--- src/rtl/hilo_pkg.sv ---
// Shared types and write-enable encodings for the HI/LO write pipeline.
package hilo_pkg;

    typedef struct packed {
        logic        v;
        logic [1:0]  we;
        logic [63:0] d;
    } hilo_wr_t;

    localparam logic [1:0] HILO_WE_HI   = 2'b10;
    localparam logic [1:0] HILO_WE_LO   = 2'b01;
    localparam logic [1:0] HILO_WE_BOTH = 2'b11;

endpackage

--- src/rtl/hilo_fwd_mux.sv ---
// Per-half forwarding select: youngest in-flight write wins, else architectural value.
module hilo_fwd_mux #(
    parameter int DW = 32
) (
    input  logic          m_hit,
    input  logic [DW-1:0] m_val,
    input  logic          w_hit,
    input  logic [DW-1:0] w_val,
    input  logic [DW-1:0] arch_val,
    output logic [DW-1:0] fwd
);

    always_comb begin
        fwd = arch_val;
        if (m_hit) begin
            fwd = m_val;
        end else if (w_hit) begin
            fwd = w_val;
        end
    end

endmodule

--- src/rtl/hilo_ctrl.sv ---
// HI/LO architectural registers fed by an in-order EX->MEM->WB write pipeline,
// with combinational forwarding of the youngest pending value back to the ALU.
module hilo_ctrl
    import hilo_pkg::*;
#(
    parameter int DW = 32
) (
    input  logic            clk,
    input  logic            rst,
    input  logic            ex_valid,
    input  logic            ex_stall,
    input  logic [1:0]      ex_hilo_we,
    input  logic [2*DW-1:0] ex_hilo_wdata,
    input  logic            m_stall,
    input  logic            m_flush,
    input  logic            m_except,
    input  logic            w_stall,
    output logic [2*DW-1:0] hilo_fwd,
    output logic [DW-1:0]   hi_o,
    output logic [DW-1:0]   lo_o,
    output logic            w_commit
);

    hilo_wr_t      m_ent_p1;
    hilo_wr_t      w_ent_p2;
    logic [DW-1:0] hi_arch;
    logic [DW-1:0] lo_arch;
    logic          commit_en;

    // EX -> MEM: flush beats stall; a stalled or empty EX leaves a bubble
    always_ff @(posedge clk) begin
        if (rst) begin
            m_ent_p1.v  <= 1'b0;
            m_ent_p1.we <= 2'b00;
        end else if (m_flush) begin
            m_ent_p1.v <= 1'b0;
        end else if (!m_stall) begin
            if (ex_stall || !ex_valid) begin
                m_ent_p1.v <= 1'b0;
            end else begin
                m_ent_p1.v  <= |ex_hilo_we;
                m_ent_p1.we <= ex_hilo_we & HILO_WE_BOTH;
                m_ent_p1.d  <= 64'(ex_hilo_wdata);
            end
        end
    end

    // MEM -> WB: a held, flushed or excepting MEM entry must not advance
    always_ff @(posedge clk) begin
        if (rst) begin
            w_ent_p2.v  <= 1'b0;
            w_ent_p2.we <= 2'b00;
        end else if (!w_stall) begin
            if (m_stall || m_flush || m_except) begin
                w_ent_p2.v <= 1'b0;
            end else begin
                w_ent_p2 <= m_ent_p1;
            end
        end
    end

    assign commit_en = w_ent_p2.v && !w_stall;

    // WB -> architectural: each half updates only under its own enable
    always_ff @(posedge clk) begin
        if (rst) begin
            hi_arch <= '0;
            lo_arch <= '0;
        end else if (commit_en) begin
            if (|(w_ent_p2.we & HILO_WE_HI)) hi_arch <= w_ent_p2.d[2*DW-1:DW];
            if (|(w_ent_p2.we & HILO_WE_LO)) lo_arch <= w_ent_p2.d[DW-1:0];
        end
    end

    logic m_hit_hi, m_hit_lo, w_hit_hi, w_hit_lo;

    assign m_hit_hi = m_ent_p1.v && m_ent_p1.we[1] && !m_except;
    assign m_hit_lo = m_ent_p1.v && m_ent_p1.we[0] && !m_except;
    assign w_hit_hi = w_ent_p2.v && w_ent_p2.we[1];
    assign w_hit_lo = w_ent_p2.v && w_ent_p2.we[0];

    hilo_fwd_mux #(.DW(DW)) u_fwd_hi (
        .m_hit    (m_hit_hi),
        .m_val    (m_ent_p1.d[2*DW-1:DW]),
        .w_hit    (w_hit_hi),
        .w_val    (w_ent_p2.d[2*DW-1:DW]),
        .arch_val (hi_arch),
        .fwd      (hilo_fwd[2*DW-1:DW])
    );

    hilo_fwd_mux #(.DW(DW)) u_fwd_lo (
        .m_hit    (m_hit_lo),
        .m_val    (m_ent_p1.d[DW-1:0]),
        .w_hit    (w_hit_lo),
        .w_val    (w_ent_p2.d[DW-1:0]),
        .arch_val (lo_arch),
        .fwd      (hilo_fwd[DW-1:0])
    );

    assign hi_o = hi_arch;
    assign lo_o = lo_arch;

    // A reset cycle suppresses the commit, so the trace strobe follows suit
    assign w_commit = commit_en && !rst;

endmodule

--- config.mk ---
export PLATFORM = sky130hd
export DESIGN_NAME = hilo_ctrl
export DESIGN_NICKNAME = d
export VERILOG_FILES = /design/src/rtl/hilo_pkg.sv /design/src/rtl/hilo_fwd_mux.sv /design/src/rtl/hilo_ctrl.sv
export SDC_FILE = /design/constraint.sdc
export NUM_CORES = 1
export LEC_CHECK = 0
export ABC_AREA = 1
export CORE_UTILIZATION = 54
export CTS_CLUSTER_SIZE = 40
export DETAILED_ROUTE_END_ITERATION = 16
export PLACE_DENSITY = 0.86
export REMOVE_ABC_BUFFERS = 1
export SLEW_MARGIN = 25
export SYNTH_ARGS = -nofsm -noshare
export SYNTH_HDL_FRONTEND = slang
export SYNTH_SLANG_ARGS = --single-unit
--- constraint.sdc ---
create_clock -name clk -period 14 [get_ports clk]
set_input_delay 2.8 -clock clk [delete_from_list [all_inputs] [get_ports clk]]
set_output_delay 2.8 -clock clk [all_outputs]
set_load 0.05 [all_outputs]
==> results of run 1 <==
[worst paths after layout]
check	startpoint	to	slack [ps]
min reg2reg	m_ent_p1[25]	w_ent_p2[25]	450
max reg2reg	w_ent_p2[66]	lo_o[21]	12300
min	m_ent_p1[25]	w_ent_p2[25]	450
max	m_except	hilo_fwd[50]	5500
[critical path, delay by kind of cell]
family,cells,cell delay [ps]
buf+inv,4,2060
simple gates,3,830
[cells by family (layout without fill, tap and decap cells)]
logic type | after synthesis | after routing | share of synthesized area, %
DFF | 198 | 198 | 61.68
and+or+nand+nor | 606 | 606 | 28.40
AOI/OAI and AO/OA | 7 | 7 | 0.4120
buffers and inverters | 185 | 379 | 9.506
[report_power, final]
group / internal, W / total [W] / switching, W / leakage, nW
clock network: 0.000250 / 0.000472 / 0.000223 / 0.271
registers: 0.000624 / 0.000626 / 0.00000285 / 1.72
logic: 0.0000199 / 0.0000345 / 0.0000145 / 3.21
total: 0.000893 / 0.00113 / 0.000240 / 5.20
[sequential cells by signal, summed over array words and instances (netlist names)]
name,cells
hi_o,32
w_ent_p2,67
lo_o,32
m_ent_p1,67
[cell usage after synthesis]
library cell / instances
sky130_fd_sc_hd__a21oi_1: 5
sky130_fd_sc_hd__buf_2: 25
sky130_fd_sc_hd__buf_4: 4
sky130_fd_sc_hd__buf_6: 9
sky130_fd_sc_hd__clkbuf_1: 6
sky130_fd_sc_hd__dfxtp_1: 70
sky130_fd_sc_hd__edfxtp_1: 128
sky130_fd_sc_hd__inv_1: 135
sky130_fd_sc_hd__inv_2: 6
sky130_fd_sc_hd__nand2_1: 392
sky130_fd_sc_hd__nand2_2: 2
sky130_fd_sc_hd__nand3_1: 68
sky130_fd_sc_hd__nand3_2: 2
sky130_fd_sc_hd__nand3_4: 2
sky130_fd_sc_hd__nand3b_1: 2
sky130_fd_sc_hd__nor2_1: 137
sky130_fd_sc_hd__nor2_2: 1
sky130_fd_sc_hd__o21ai_0: 2
[area by class of cell]
class                           instances  area share, %
Inverter                              141          4.761
Sequential cell                       198          47.19
Timing Repair Buffer                  206          18.46
Tap cell                              211          2.375
Clock buffer                           17          3.827
Clock inverter                         15          1.283
Multi-Input combinational cell        613          22.11
[through the flow]
stage	util [%]	instances	area, um2	hold WS, ps
after global placement	69.13	1369	10550	428.5
after global routing	72.85	1401	11120	453.2
final	72.85	1401	11120	450.6
after CTS	72.85	1401	11120	446.1
after floorplan	-	952	8224	426.8
after detailed placement	69.13	1369	10550	432.5
[layer usage]
metal  up-vias  part of all wire (%)
met3        24                   9.1
met5         -                     0
met4         0                   1.1
li1       3403                     -
met2       331                    49
met1      3164                    41
==> impl_metrics.env, run 1 <==
export IMPL_outcome="complete, no violations"
export IMPL_filler_cell_count=1121
export IMPL_clkTransAtPathRegs_ps=70
export IMPL_antenna_found_initial=0
export IMPL_flops_latches_synth=198
export IMPL_area_delta_synth_final_pct=30.72
export IMPL_finClkSkew_ps=8.527
export IMPL_die_x_um=127.5
export IMPL_grtUsageMet2_pct=43.81
export IMPL_gr_max_usage_layer="met2"
export IMPL_post_cts_resize_count=0
export IMPL_die_area_um2=16250
export IMPL_grt_usage_pct=25.95
export IMPL_grt_start_max_net_pins=71
export IMPL_cts_tree="built"
export IMPL_finalWorstPathRequiredPeriod_ps=8498
export IMPL_cts_root_buffer_cell="sky130_fd_sc_hd__clkbuf_16"
export IMPL_ys_warn_count=0
export IMPL_place_worst_setup_slack_ps=5483
export IMPL_min_path_cells=0
export IMPL_grt_setup_unrepaired="no"
export IMPL_cts_htree_levels=4
export IMPL_timing_critical_path_from_type="input pin"
export IMPL_upper_clock_frequency_limit_mhz=117.7
export IMPL_routabilityCongestion=0.7973
export IMPL_final_period_utilization_pct=60.70
export IMPL_clock_tree_buffer_depth=2
export IMPL_dr_first_iter_drc_count=592
export IMPL_grt_ovfl_total=0
export IMPL_finalNetCount=1251
export IMPL_ys_seq_area_share_pct=61.68
export IMPL_timing_critical_path_to_type="primary output"
export IMPL_cts_inserted_buffers=17
export IMPL_cp_data_required_time_ps=11200
export IMPL_layout_setup_ws_ps=5502
export IMPL_core_area_um2=15260
export IMPL_floorplan_initialDensity_pct=55.73
export IMPL_mostFrequentLayoutCells="sky130_fd_sc_hd__nand2_1, sky130_fd_sc_hd__clkdlybuf4s50_1, sky130_fd_sc_hd__nor2_1"
export IMPL_path_max_fanout=33
export IMPL_fp_dieH_um=127.5
export IMPL_multi_input_gate_area_um2=2457
export IMPL_route_detailed_vias_per_inst=4.941
export IMPL_final_layout_size_suffix_gt1_share_pct=4.202
export IMPL_synthDistinctLibCells=18
export IMPL_insertion_delay_to_the_later_sink_of_the_worst_skew_pair_ps=430
export IMPL_setup_tns_final_ps=0
export IMPL_seqCellArea_um2=5245
export IMPL_critical_path_class="in2out"
export IMPL_p_leak_nw=5.203
export IMPL_max_vdd_ir_drop_v=0.00008725
export IMPL_final_max_slew_violation_count=0
export IMPL_route_vias_total=6922
export IMPL_syn_area_per_cell_um2=8.537
export IMPL_power_density_nw_per_um2=102.0
export IMPL_synth_top_cell_area_share_pct=45.20
export IMPL_grt_first_pass_wirelength_um=32270
export IMPL_row_count=45
export IMPL_path_cells="clkdlybuf4s50_1 -> inv_1 -> nand3_2 -> inv_2 -> nand2_1 -> nand2_1 -> clkdlybuf4s50_1"
export IMPL_timing_max_cap_violations=0
export IMPL_timing_critical_path_slowest_stage_cell="sky130_fd_sc_hd__clkdlybuf4s50_1"
export IMPL_synthCells=996
export IMPL_port_buffer_count=202
export IMPL_netlist_top_cells_area="sky130_fd_sc_hd__edfxtp_1, sky130_fd_sc_hd__nand2_1, sky130_fd_sc_hd__dfxtp_1"
export IMPL_grt_met1_usage_pct=32.34
export IMPL_syn_cell_area_um2=8503
export IMPL_floorplan_io_pins=203
export IMPL_hp_class="reg2reg"
export IMPL_postRouteWirelength_um=20700
export IMPL_normalized_max_slew_margin_pct=43.14
export IMPL_cp_data_arrival_time_ps=5700
export IMPL_place_hpwl_um=13200
export IMPL_slowest_delay_ps=800
export IMPL_wl_per_cell_um=14.78
export IMPL_drt_pass1_iterations=5
export IMPL_final_antenna_net_count=0
export IMPL_number_of_endpoints_failing_setup_at_the_final_stage=0
export IMPL_most_common_library_cell_in_the_layout_ignoring_fill_and_taps="sky130_fd_sc_hd__nand2_1"
export IMPL_met3_usage_pct=7.035
export IMPL_clk_sinks=198
export IMPL_drc=0
export IMPL_number_of_cells_traversed_by_the_worst_register_to_register_path=3
export IMPL_cell_taking_the_most_area_after_synthesis="sky130_fd_sc_hd__edfxtp_1"
export IMPL_cts_post_setup_buffers_inserted=0
export IMPL_n_antenna_cell=0
export IMPL_worst_slew_pin_slew_ps=852.9
export IMPL_power_w=0.001133
export IMPL_number_of_global_route_vias_before_repair=6595
export IMPL_cts_hold_buffers=0
export IMPL_hold_viol_final=0
Note: power is estimated with default switching activity, not from simulation.
==> run 2, diff against run 1 <==
Settings changed: CORE_UTILIZATION 54 to 50, PLACE_DENSITY 0.86 to 0.8.
Clock period 14 ns to 8.2 ns, I/O delays scaled along.
==> run 2 against run 1 <==
Power grew 71%. First-iteration DRC count fell by 16%. Sequential share of layout area hardly changed. Setup slack got worse by 3700 ps. Clock skew about the same. Critical endpoint is now hilo_fwd[36]. Largest cell class unchanged.
==> impl_metrics.env, run 2 (same netlist as run 1, synthesis figures left out) <==
export IMPL_route_vias_total=6725
export IMPL_dr_first_iter_drc_count=495
export IMPL_row_count=47
export IMPL_clkTransAtPathRegs_ps=70
export IMPL_hp_class="reg2reg"
export IMPL_p_leak_nw=5.197
export IMPL_max_vdd_ir_drop_v=0.0001512
export IMPL_n_antenna_cell=0
export IMPL_cp_data_required_time_ps=6560
export IMPL_cts_htree_levels=4
export IMPL_power_density_nw_per_um2=174.7
export IMPL_number_of_endpoints_failing_setup_at_the_final_stage=0
export IMPL_path_max_fanout=33
export IMPL_slowest_delay_ps=830
export IMPL_outcome="complete, no violations"
export IMPL_clock_tree_buffer_depth=2
export IMPL_clk_sinks=198
export IMPL_timing_max_cap_violations=0
export IMPL_floorplan_io_pins=203
export IMPL_finClkSkew_ps=8.443
export IMPL_finalNetCount=1250
export IMPL_hold_viol_final=0
export IMPL_port_buffer_count=202
export IMPL_grt_first_pass_wirelength_um=31600
export IMPL_critical_path_class="in2out"
export IMPL_floorplan_initialDensity_pct=51.28
export IMPL_grt_start_max_net_pins=70
export IMPL_seqCellArea_um2=5245
export IMPL_die_x_um=132.4
export IMPL_cts_tree="built"
export IMPL_cts_post_setup_buffers_inserted=0
export IMPL_timing_critical_path_slowest_stage_cell="sky130_fd_sc_hd__clkdlybuf4s50_1"
export IMPL_grt_setup_unrepaired="no"
export IMPL_postRouteWirelength_um=20140
export IMPL_final_period_utilization_pct=77.47
export IMPL_reg_top3="m_ent_p1 x67, w_ent_p2 x67"
export IMPL_drt_pass1_iterations=6
export IMPL_grt_ovfl_total=0
export IMPL_filler_cell_count=1344
export IMPL_post_cts_resize_count=0
export IMPL_final_antenna_net_count=0
export IMPL_timing_critical_path_to_type="primary output"
export IMPL_cts_root_buffer_cell="sky130_fd_sc_hd__clkbuf_16"
export IMPL_timing_hold_ws_ps=449.0
export IMPL_wl_per_cell_um=14.29
export IMPL_worst_slew_pin_slew_ps=843.8
export IMPL_antenna_found_initial=0
export IMPL_fp_dieH_um=132.4
export IMPL_route_detailed_vias_per_inst=4.773
export IMPL_cp_data_arrival_time_ps=4710
export IMPL_setup_tns_final_ps=0
export IMPL_power_w=0.001943
export IMPL_upper_clock_frequency_limit_mhz=157.4
export IMPL_final_layout_size_suffix_gt1_share_pct=4.121
export IMPL_routabilityCongestion=0.8041
export IMPL_timing_critical_path_from_type="input pin"
export IMPL_core_area_um2=16580
export IMPL_path_cells="clkdlybuf4s50_1 -> inv_1 -> nand3_2 -> inv_2 -> nand2_1 -> nand2_1 -> clkdlybuf4s50_1"
export IMPL_final_max_slew_violation_count=0
export IMPL_drc=0
export IMPL_normalized_max_slew_margin_pct=43.75
export IMPL_multi_input_gate_area_um2=2457
export IMPL_most_common_library_cell_in_the_layout_ignoring_fill_and_taps="sky130_fd_sc_hd__nand2_1"
export IMPL_place_hpwl_um=12670
export IMPL_area_delta_synth_final_pct=30.81
export IMPL_mostFrequentLayoutCells="sky130_fd_sc_hd__nand2_1, sky130_fd_sc_hd__clkdlybuf4s50_1, sky130_fd_sc_hd__nor2_1"
export IMPL_grt_usage_pct=23.09
export IMPL_number_of_global_route_vias_before_repair=6410
export IMPL_finalWorstPathRequiredPeriod_ps=6353
export IMPL_cts_hold_buffers=0
export IMPL_cts_inserted_buffers=17
export IMPL_insertion_delay_to_the_later_sink_of_the_worst_skew_pair_ps=430
export IMPL_die_area_um2=17530
run 2: cell count changes in the layout (fill, tap and decap cells not counted):
cell	delta
sky130_fd_sc_hd__buf_4	-1
sky130_fd_sc_hd__clkinv_4	+1
sky130_fd_sc_hd__clkinvlp_4	+1
sky130_fd_sc_hd__inv_6	-4
sky130_fd_sc_hd__inv_8	+2
run 2: per-layer routing:
layer  vias to the layer above  GRT usage (%)  share of wire (%)
met4                         0          6.641                1.0
met5                         -              0                  0
met1                      3076          29.52                 44
li1                       3401              -                  -
met2                       231          39.04                 48
met3                        17          5.594                6.9
run 2: cell type report:
class	instances	area share, %
multi-input combinational	613	22.09
timing repair buffer	205	18.38
inverter	141	4.758
sequential	198	47.15
clock buffer	17	3.825
tap	220	2.475
clock inverter	15	1.316
run 2: where the power goes:
group          internal [W]  switching [W]  total [W]
Combinational     0.0000340      0.0000242  0.0000582
Clock              0.000427       0.000389   0.000816
Sequential          0.00106     0.00000446    0.00107
Total               0.00153       0.000417    0.00194
run 2: through the flow:
step                      utilization (%)  instance area (um2)  worst slack (ps)  cells
after global placement              63.63                10550              1957   1377
after detailed placement            63.63                10550              1916   1377
final                               67.07                11120              1847   1409
after global routing                67.07                11120              1742   1409
after CTS                           67.07                11120              1918   1409
after floorplan                         -                 8224              3056    952
run 2: critical path: cells and delay by family:
| kind | cells | cell delay, ps |
|---|---|---|
| buffers and inverters | 4 | 2170 |
| AND/OR/NAND/NOR | 3 | 880 |
run 2: path summary, 6_finish.rpt:
kind	startpoint	endpoint	slack, ps	cells after the start
setup / recovery	m_except	hilo_fwd[36]	1850	7
hold / removal	m_ent_p1[17]	w_ent_p2[17]	450	0
setup reg to reg	w_ent_p2[66]	lo_o[8]	6550	4
hold reg to reg	m_ent_p1[17]	w_ent_p2[17]	450	0
